$ cat src/rtl/led_matrix_scan_if.sv
// Frame handshake between an image producer (master) and led_matrix_scan (slave).
interface led_matrix_scan_if;
  logic         frame_valid;
  logic [383:0] frame_data;
  logic         frame_ready;

  modport master (
    output frame_valid,
    output frame_data,
    input  frame_ready
  );

  modport slave (
    input  frame_valid,
    input  frame_data,
    output frame_ready
  );
endinterface

$ cat src/rtl/led_matrix_scan.sv
// 16x24 LED panel scanner: per row, serial column shift, latch, then timed display.
// Optional LMS_DOUBLE_BUFFER_EN adds a shadow frame buffer so frame_ready stays high.
module led_matrix_scan #(
  parameter int unsigned CLK_DIV  = 4,
  parameter int unsigned ROW_HOLD = 1000
) (
  input  logic             clk,
  input  logic             rst_n,
  led_matrix_scan_if.slave frame_if,
  output logic             ser_data,
  output logic             ser_clk,
  output logic             ser_latch,
  output logic [3:0]       row_sel,
  output logic             oe_n,
  output logic             frame_done
);

  typedef enum logic [1:0] {IDLE, SHIFT, LATCH, DISPLAY} state_t;

  localparam logic [7:0]  DIV_LAST  = 8'(CLK_DIV - 1);
  localparam logic [15:0] HOLD_LAST = 16'(ROW_HOLD - 1);
  localparam logic [5:0]  HALF_LAST = 6'd47;

  state_t       state, state_nxt;
  logic [7:0]   div_cnt, div_cnt_nxt;
  logic [5:0]   half, half_nxt;
  logic [15:0]  hold_cnt, hold_cnt_nxt;
  logic [3:0]   row, row_nxt;
  logic [383:0] active;
  logic         pending;
  logic         accept;
  logic         row0_start;
  logic         latch_enter;
  logic [8:0]   bit_idx;

`ifdef LMS_DOUBLE_BUFFER_EN
  assign frame_if.frame_ready = rst_n;
`else
  assign frame_if.frame_ready = rst_n & ((state == IDLE) | ((state == DISPLAY) & (row == 4'd15)));
`endif

  assign accept = frame_if.frame_valid & frame_if.frame_ready;

  always_comb begin
    state_nxt    = state;
    div_cnt_nxt  = div_cnt;
    half_nxt     = half;
    hold_cnt_nxt = hold_cnt;
    row_nxt      = row;
    row0_start   = 1'b0;
    latch_enter  = 1'b0;
    frame_done   = 1'b0;
    unique case (state)
      IDLE: begin
        if (pending) begin
          state_nxt   = SHIFT;
          row_nxt     = '0;
          div_cnt_nxt = '0;
          half_nxt    = '0;
          row0_start  = 1'b1;
        end
      end
      SHIFT: begin
        // half counts ser_clk half-periods: bit = half/2, ser_clk = half[0]
        if (div_cnt == DIV_LAST) begin
          div_cnt_nxt = '0;
          if (half == HALF_LAST) begin
            state_nxt   = LATCH;
            latch_enter = 1'b1;
          end else begin
            half_nxt = half + 6'd1;
          end
        end else begin
          div_cnt_nxt = div_cnt + 8'd1;
        end
      end
      LATCH: begin
        state_nxt    = DISPLAY;
        hold_cnt_nxt = '0;
      end
      DISPLAY: begin
        if (hold_cnt == HOLD_LAST) begin
          state_nxt   = SHIFT;
          row_nxt     = row + 4'd1;
          div_cnt_nxt = '0;
          half_nxt    = '0;
          row0_start  = (row == 4'd15);
          frame_done  = (row == 4'd15);
        end else begin
          hold_cnt_nxt = hold_cnt + 16'd1;
        end
      end
      default: state_nxt = IDLE;
    endcase
  end

  always_ff @(posedge clk or negedge rst_n) begin
    if (!rst_n) begin
      state    <= IDLE;
      div_cnt  <= '0;
      half     <= '0;
      hold_cnt <= '0;
      row      <= '0;
    end else begin
      state    <= state_nxt;
      div_cnt  <= div_cnt_nxt;
      half     <= half_nxt;
      hold_cnt <= hold_cnt_nxt;
      row      <= row_nxt;
    end
  end

  always_ff @(posedge clk or negedge rst_n) begin
    if (!rst_n) begin
      row_sel <= '0;
    end else if (latch_enter) begin
      row_sel <= row;
    end
  end

  // Column 23 goes out first, so the bit index counts down through the row.
  assign bit_idx   = 9'(row) * 9'd24 + 9'd23 - 9'(half[5:1]);
  assign ser_clk   = (state == SHIFT) & half[0];
  assign ser_data  = (state == SHIFT) & active[bit_idx];
  assign ser_latch = (state == LATCH);
  assign oe_n      = (state != DISPLAY);

`ifdef LMS_DOUBLE_BUFFER_EN
  logic [383:0] shadow;

  // A capture on the row-0 start edge lands in shadow for the following frame.
  always_ff @(posedge clk or negedge rst_n) begin
    if (!rst_n) begin
      active  <= '0;
      shadow  <= '0;
      pending <= 1'b0;
    end else begin
      if (row0_start && pending) begin
        active <= shadow;
      end
      if (accept) begin
        shadow  <= frame_if.frame_data;
        pending <= 1'b1;
      end else if (row0_start) begin
        pending <= 1'b0;
      end
    end
  end
`else
  // Single buffer: writes only happen while no row is being shifted out.
  always_ff @(posedge clk or negedge rst_n) begin
    if (!rst_n) begin
      active  <= '0;
      pending <= 1'b0;
    end else begin
      if (accept) begin
        active  <= frame_if.frame_data;
        pending <= 1'b1;
      end else if (row0_start) begin
        pending <= 1'b0;
      end
    end
  end
`endif

endmodule

$ cat src/flat_wrapper.sv
// flat-port wrapper written by rule: the top's interface ports become plain ports
module led_matrix_scan_flat 
#(
  parameter int unsigned CLK_DIV  = 4,
  parameter int unsigned ROW_HOLD = 1000
)
  (clk, rst_n, ser_data, ser_clk, ser_latch, row_sel, oe_n, frame_done, frame_if_frame_valid, frame_if_frame_data, frame_if_frame_ready);
  led_matrix_scan_if frame_if_i ();
  input  logic clk;
  input  logic rst_n;
  output logic ser_data;
  output logic ser_clk;
  output logic ser_latch;
  output logic [3:0] row_sel;
  output logic oe_n;
  output logic frame_done;
  input wire logic [$bits(frame_if_i.frame_valid)-1:0] frame_if_frame_valid;
  input wire logic [$bits(frame_if_i.frame_data)-1:0] frame_if_frame_data;
  output wire logic [$bits(frame_if_i.frame_ready)-1:0] frame_if_frame_ready;
  assign frame_if_i.frame_valid = frame_if_frame_valid;
  assign frame_if_i.frame_data = frame_if_frame_data;
  assign frame_if_frame_ready = frame_if_i.frame_ready;
  led_matrix_scan #(.CLK_DIV(CLK_DIV), .ROW_HOLD(ROW_HOLD)) u_core (.clk(clk), .rst_n(rst_n), .frame_if(frame_if_i), .ser_data(ser_data), .ser_clk(ser_clk), .ser_latch(ser_latch), .row_sel(row_sel), .oe_n(oe_n), .frame_done(frame_done));
endmodule
$ cat config.mk
export PLATFORM = sky130hd
export DESIGN_NAME = led_matrix_scan_flat
export DESIGN_NICKNAME = d
export VERILOG_FILES = /design/src/rtl/led_matrix_scan_if.sv /design/src/rtl/led_matrix_scan.sv /design/src/flat_wrapper.sv
export SDC_FILE = /design/constraint.sdc
export NUM_CORES = 1
export LEC_CHECK = 0
export CAP_MARGIN = 20
export CORE_ASPECT_RATIO = 0.9
export CORE_MARGIN = 4
export CORE_UTILIZATION = 52
export DETAILED_ROUTE_END_ITERATION = 12
export GPL_ROUTABILITY_DRIVEN = 1
export GPL_TIMING_DRIVEN = 0
export PLACE_DENSITY = 0.8
export SETUP_SLACK_MARGIN = 0.3
export SKIP_CTS_REPAIR_TIMING = 1
export SYNTH_ARGS = -nofsm -noshare
export SYNTH_HDL_FRONTEND = slang
export SYNTH_SLANG_ARGS = --single-unit
$ cat constraint.sdc
create_clock -name clk -period 5 [get_ports clk]
set_clock_uncertainty 0.1 [all_clocks]
set_input_delay 1 -clock clk [delete_from_list [all_inputs] [get_ports clk]]
set_output_delay 1 -clock clk [all_outputs]
set_load 0.01 [all_outputs]
==> qor.csv <==
metric,value,unit
worst hold path type,input pin to asynchronous set/reset pin,
FF-to-FF Start,u_core.row[3]$_DFFE_PN0P_,
Clk network pwr share,43.8,%
Final min period,5.25,ns
ys flop type,dfrtp_1,
Top Family by Delay on Critical Path,adder cells,
Buffers & Inverters on Critical Path,2,
Synthesis Warnings,0,
Worst-Skew Late Latency,0.56,ns
ys async rst share,100,%
Cells after Synth,1364,
Die X,215,um
Num CTS Buffers,45,
fmax,190,MHz
CP Depth,12,
CORE AREA,38300,um^2
"non-filler cells, final",2352,
worst-path cell with the longest stage delay,fa_2,
final setup fails,1,
Starting DRT DRC Count,923,
syn avg cell area,14.7,um^2
Max Slew Vio Count,0,
Antenna Violating Nets Remaining,0,
Area Overhead vs Synth,32.3,%
failing checks,negative setup slack,
Netlist cell types,63,
DIE HEIGHT,195,um
CTS H-tree depth,2,
Fill cells,2613,
routability cong.,0.902,
port bufs,396,
DR WL/cell,25.6,um
clock sink count,425,
Worst Tran Pin Value,0.982,ns
# placed instances,2253,
worst reg2reg setup slack,1.67,ns
Starting Density,52.5,%
fin area,26600,um^2
kind of critical path,register to output pin,
final wirelength,60100,um
CTS root buf,clkbuf_16,
part of the Yosys area used for sequential elements,52.9,%
I/O pins,397,
die area,41900,um^2
deepest clock path buffer count,3,
pin count of the biggest net entering global routing,123,
Post-DP HPWL,43900,um
Worst R2R Path Depth,7,
Layout Nets,2222,
global-route wire length before repair,89500,um
vias in the first global route,14800,
pwr dens,298,nW/um^2
Peak VDD IR,0.275,mV
Std-Cell Rows,68,
Multi-input gate area,9110,um^2
sw frac,21.6,%
Reg power frac,47.2,%
Final Worst Setup Slack,-0.252,ns
status,finished with violations,
CP Capture Type,output pin,
Comb power frac,9.0,%
register area,10600,um^2
WP data required,3.90,ns
worst reg2reg endpoint,u_core.active[45]$_DFFE_PN0P_,
Hold Fails Final Rpt,0,
fin crit share,105,%
Yosys reg bits,425,
WP data arrival,4.15,ns
GR Overflow Total,0,
RSZ-0062 raised after global routing,true,
Total Routing Usage GR,28.2,%
Placed Instance Area,24800,um^2
Worst slew margin,34.3,%
CP Cell Sequence,ha_4 > fa_2 > inv_2 > fa_2 > xnor2_4 > xnor2_4 > a31oi_1 > a31oi_1 > a2111oi_2 > o211ai_1 > nand3_2 > buf_6,
internal power,0.00623,W
"EDFF count, synth",0,
max cap viols,0,
CP max stage delay,0.62,ns
leak pwr,12.0,nW
Synth Cell Area,20100,um^2
Post-route DRC,0,
vias per inst,5.89,
DRT Pass-1 Iters,8,
NetSw,0.00171,W
DR vias,13800,
initial antenna violation count,24,
CTS tree,built,
clk slew on worst S/H paths,0.06,ns
net count after synthesis,1769,
crit path max fanout,5,
Worst setup SP type,register,
share of cells above drive strength 1,30.7,%
==> area by class of cell <==
type,count,share of cell area [%]
Inverter,16,0.226
Clock buffer,68,5.13
Sequential cell,425,40.0
Tap cell,490,2.30
Multi-Input combinational cell,840,34.2
Clock inverter,12,0.644
Antenna cell,12,0.113
Timing Repair Buffer,406,15.5
Buffer,83,1.89
==> stage by stage <==
step	hold WS (ns)	total power, W	setup TNS (ns)	worst slack [ns]	utilization, %
floorplan	0.366	0.00404	0	0.553	-
global placement	0.365	0.00449	-	-15.62	64.5
detailed placement	0.372	0.00452	-1.17	-1.17	64.7
CTS	0.341	0.00799	-1.78	-1.78	68.7
global route	0.363	0.00822	-0.356	-0.356	69.5
finish	0.318	0.00794	-0.252	-0.252	69.5
==> how the worst max path moves through the flow <==
stage                                   start                             end  slack, ns
global route        u_core.row[0]$_DFFE_PN0P_                        ser_data      -0.36
detailed placement  u_core.row[1]$_DFFE_PN0P_                        ser_data      -1.17
CTS                 u_core.row[1]$_DFFE_PN0P_                        ser_data      -1.78
floorplan           u_core.row[1]$_DFFE_PN0P_                        ser_data       0.55
finish              u_core.row[1]$_DFFE_PN0P_                        ser_data      -0.25
global placement                        rst_n  u_core.active[192]$_DFFE_PN0P_     -15.62
==> layout by cell type, fill, tap and decap left out, types with 4 or more instances in the layout <==
master,Yosys,routed
a21oi_1,15,15
a221oi_1,11,11
a22o_1,8,8
a22oi_1,17,17
and2_1,6,6
and3_1,7,7
buf_1,6,5
buf_12,7,8
buf_2,15,15
buf_4,2,8
buf_8,3,4
bufinv_16,0,4
clkbuf_1,47,57
clkbuf_16,0,47
clkbuf_8,0,11
clkdlybuf4s50_1,0,394
clkinv_2,0,5
dfrtp_1,425,423
diode_2,0,12
ha_1,16,15
inv_1,16,15
mux2_2,396,396
mux2i_1,35,35
mux4_1,49,49
mux4_2,33,33
nand2_1,45,44
nand3_1,31,30
nand4_1,11,11
nor2_1,34,32
nor2b_1,7,7
nor3_1,10,10
nor4_1,7,4
o21ai_0,32,32
xor2_1,12,11
==> Yosys cell counts, types with 3 or more instances <==
cell / number / area, um^2
a22o_1: 8 / 70.1
nor2b_1: 7 / 43.8
nand2b_1: 3 / 18.8
a31oi_1: 3 / 18.8
o21ai_1: 3 / 15.0
dfrtp_1: 425 / 10600
nor3_1: 10 / 50.1
buf_8: 3 / 45.0
nand3_1: 31 / 155
o21ai_0: 32 / 160
nor4_1: 7 / 43.8
mux4_1: 49 / 1290
mux2i_1: 35 / 350
inv_1: 16 / 60.1
nand4_1: 11 / 68.8
o211ai_1: 3 / 22.5
and2_1: 6 / 37.5
o31ai_1: 3 / 22.5
buf_2: 15 / 75.1
xor2_1: 12 / 105
ha_1: 16 / 200
a21oi_1: 15 / 75.1
buf_1: 6 / 22.5
xnor2_1: 6 / 52.6
nor2_1: 34 / 128
buf_12: 7 / 140
mux2_2: 396 / 4460
a21o_1: 3 / 22.5
a211oi_1: 3 / 22.5
a22oi_1: 17 / 128
a221oi_1: 11 / 96.3
and3_1: 7 / 43.8
clkbuf_1: 47 / 176
nand2_1: 45 / 169
mux4_2: 33 / 743
==> cells by family (layout without fill, tap and decap cells) <==
kind of cell / Yosys count / after routing / share of synthesized area [%]
compound gates: 119 / 119 / 4.08
xor+xnor: 19 / 19 / 0.865
fa+ha+maj: 18 / 18 / 1.19
buf+inv: 99 / 585 / 2.79
flops: 425 / 425 / 52.9
mux: 513 / 513 / 34.0
other cells: 0 / 12 / 0
simple gates: 171 / 171 / 4.19
==> worst register-to-register path, cell delays in order, from the launching register on <==
cell      delay (ns)
dfrtp_1         0.49
ha_1            0.28
nand3_1         0.12
a21boi_0        0.16
nand2_1         0.49
clkbuf_1        0.58
clkbuf_1        0.58
mux2_2          0.42
==> sequential cells by signal, indices dropped and copies added, names as in the netlist <==
signal / cells
u_core.active: 384
u_core.hold_cnt: 16
u_core.div_cnt: 8
u_core.half: 6
u_core.row: 4
u_core.row_sel: 4
u_core.state: 2
u_core.pending: 1
==> power by group through the flow <==
stage	logic, W	registers (W)	clock network (W)
after floorplan	0.000270	0.00377	0
after global placement	0.000686	0.00381	0
after detailed placement	0.000712	0.00381	0
after CTS	0.000718	0.00375	0.00352
after global routing	0.000768	0.00377	0.00368
final	0.000712	0.00375	0.00348
==> per-layer routing <==
layer / vias to the layer above / track usage (%) / part of all wire (%)
li1: 6080 / - / -
met1: 7102 / 35.2 / 39
met2: 515 / 46.8 / 49
met3: 126 / 9.25 / 8.2
met4: 22 / 9.23 / 3.0
met5: - / 0 / 0.23
(Power assumes the default switching activity.)
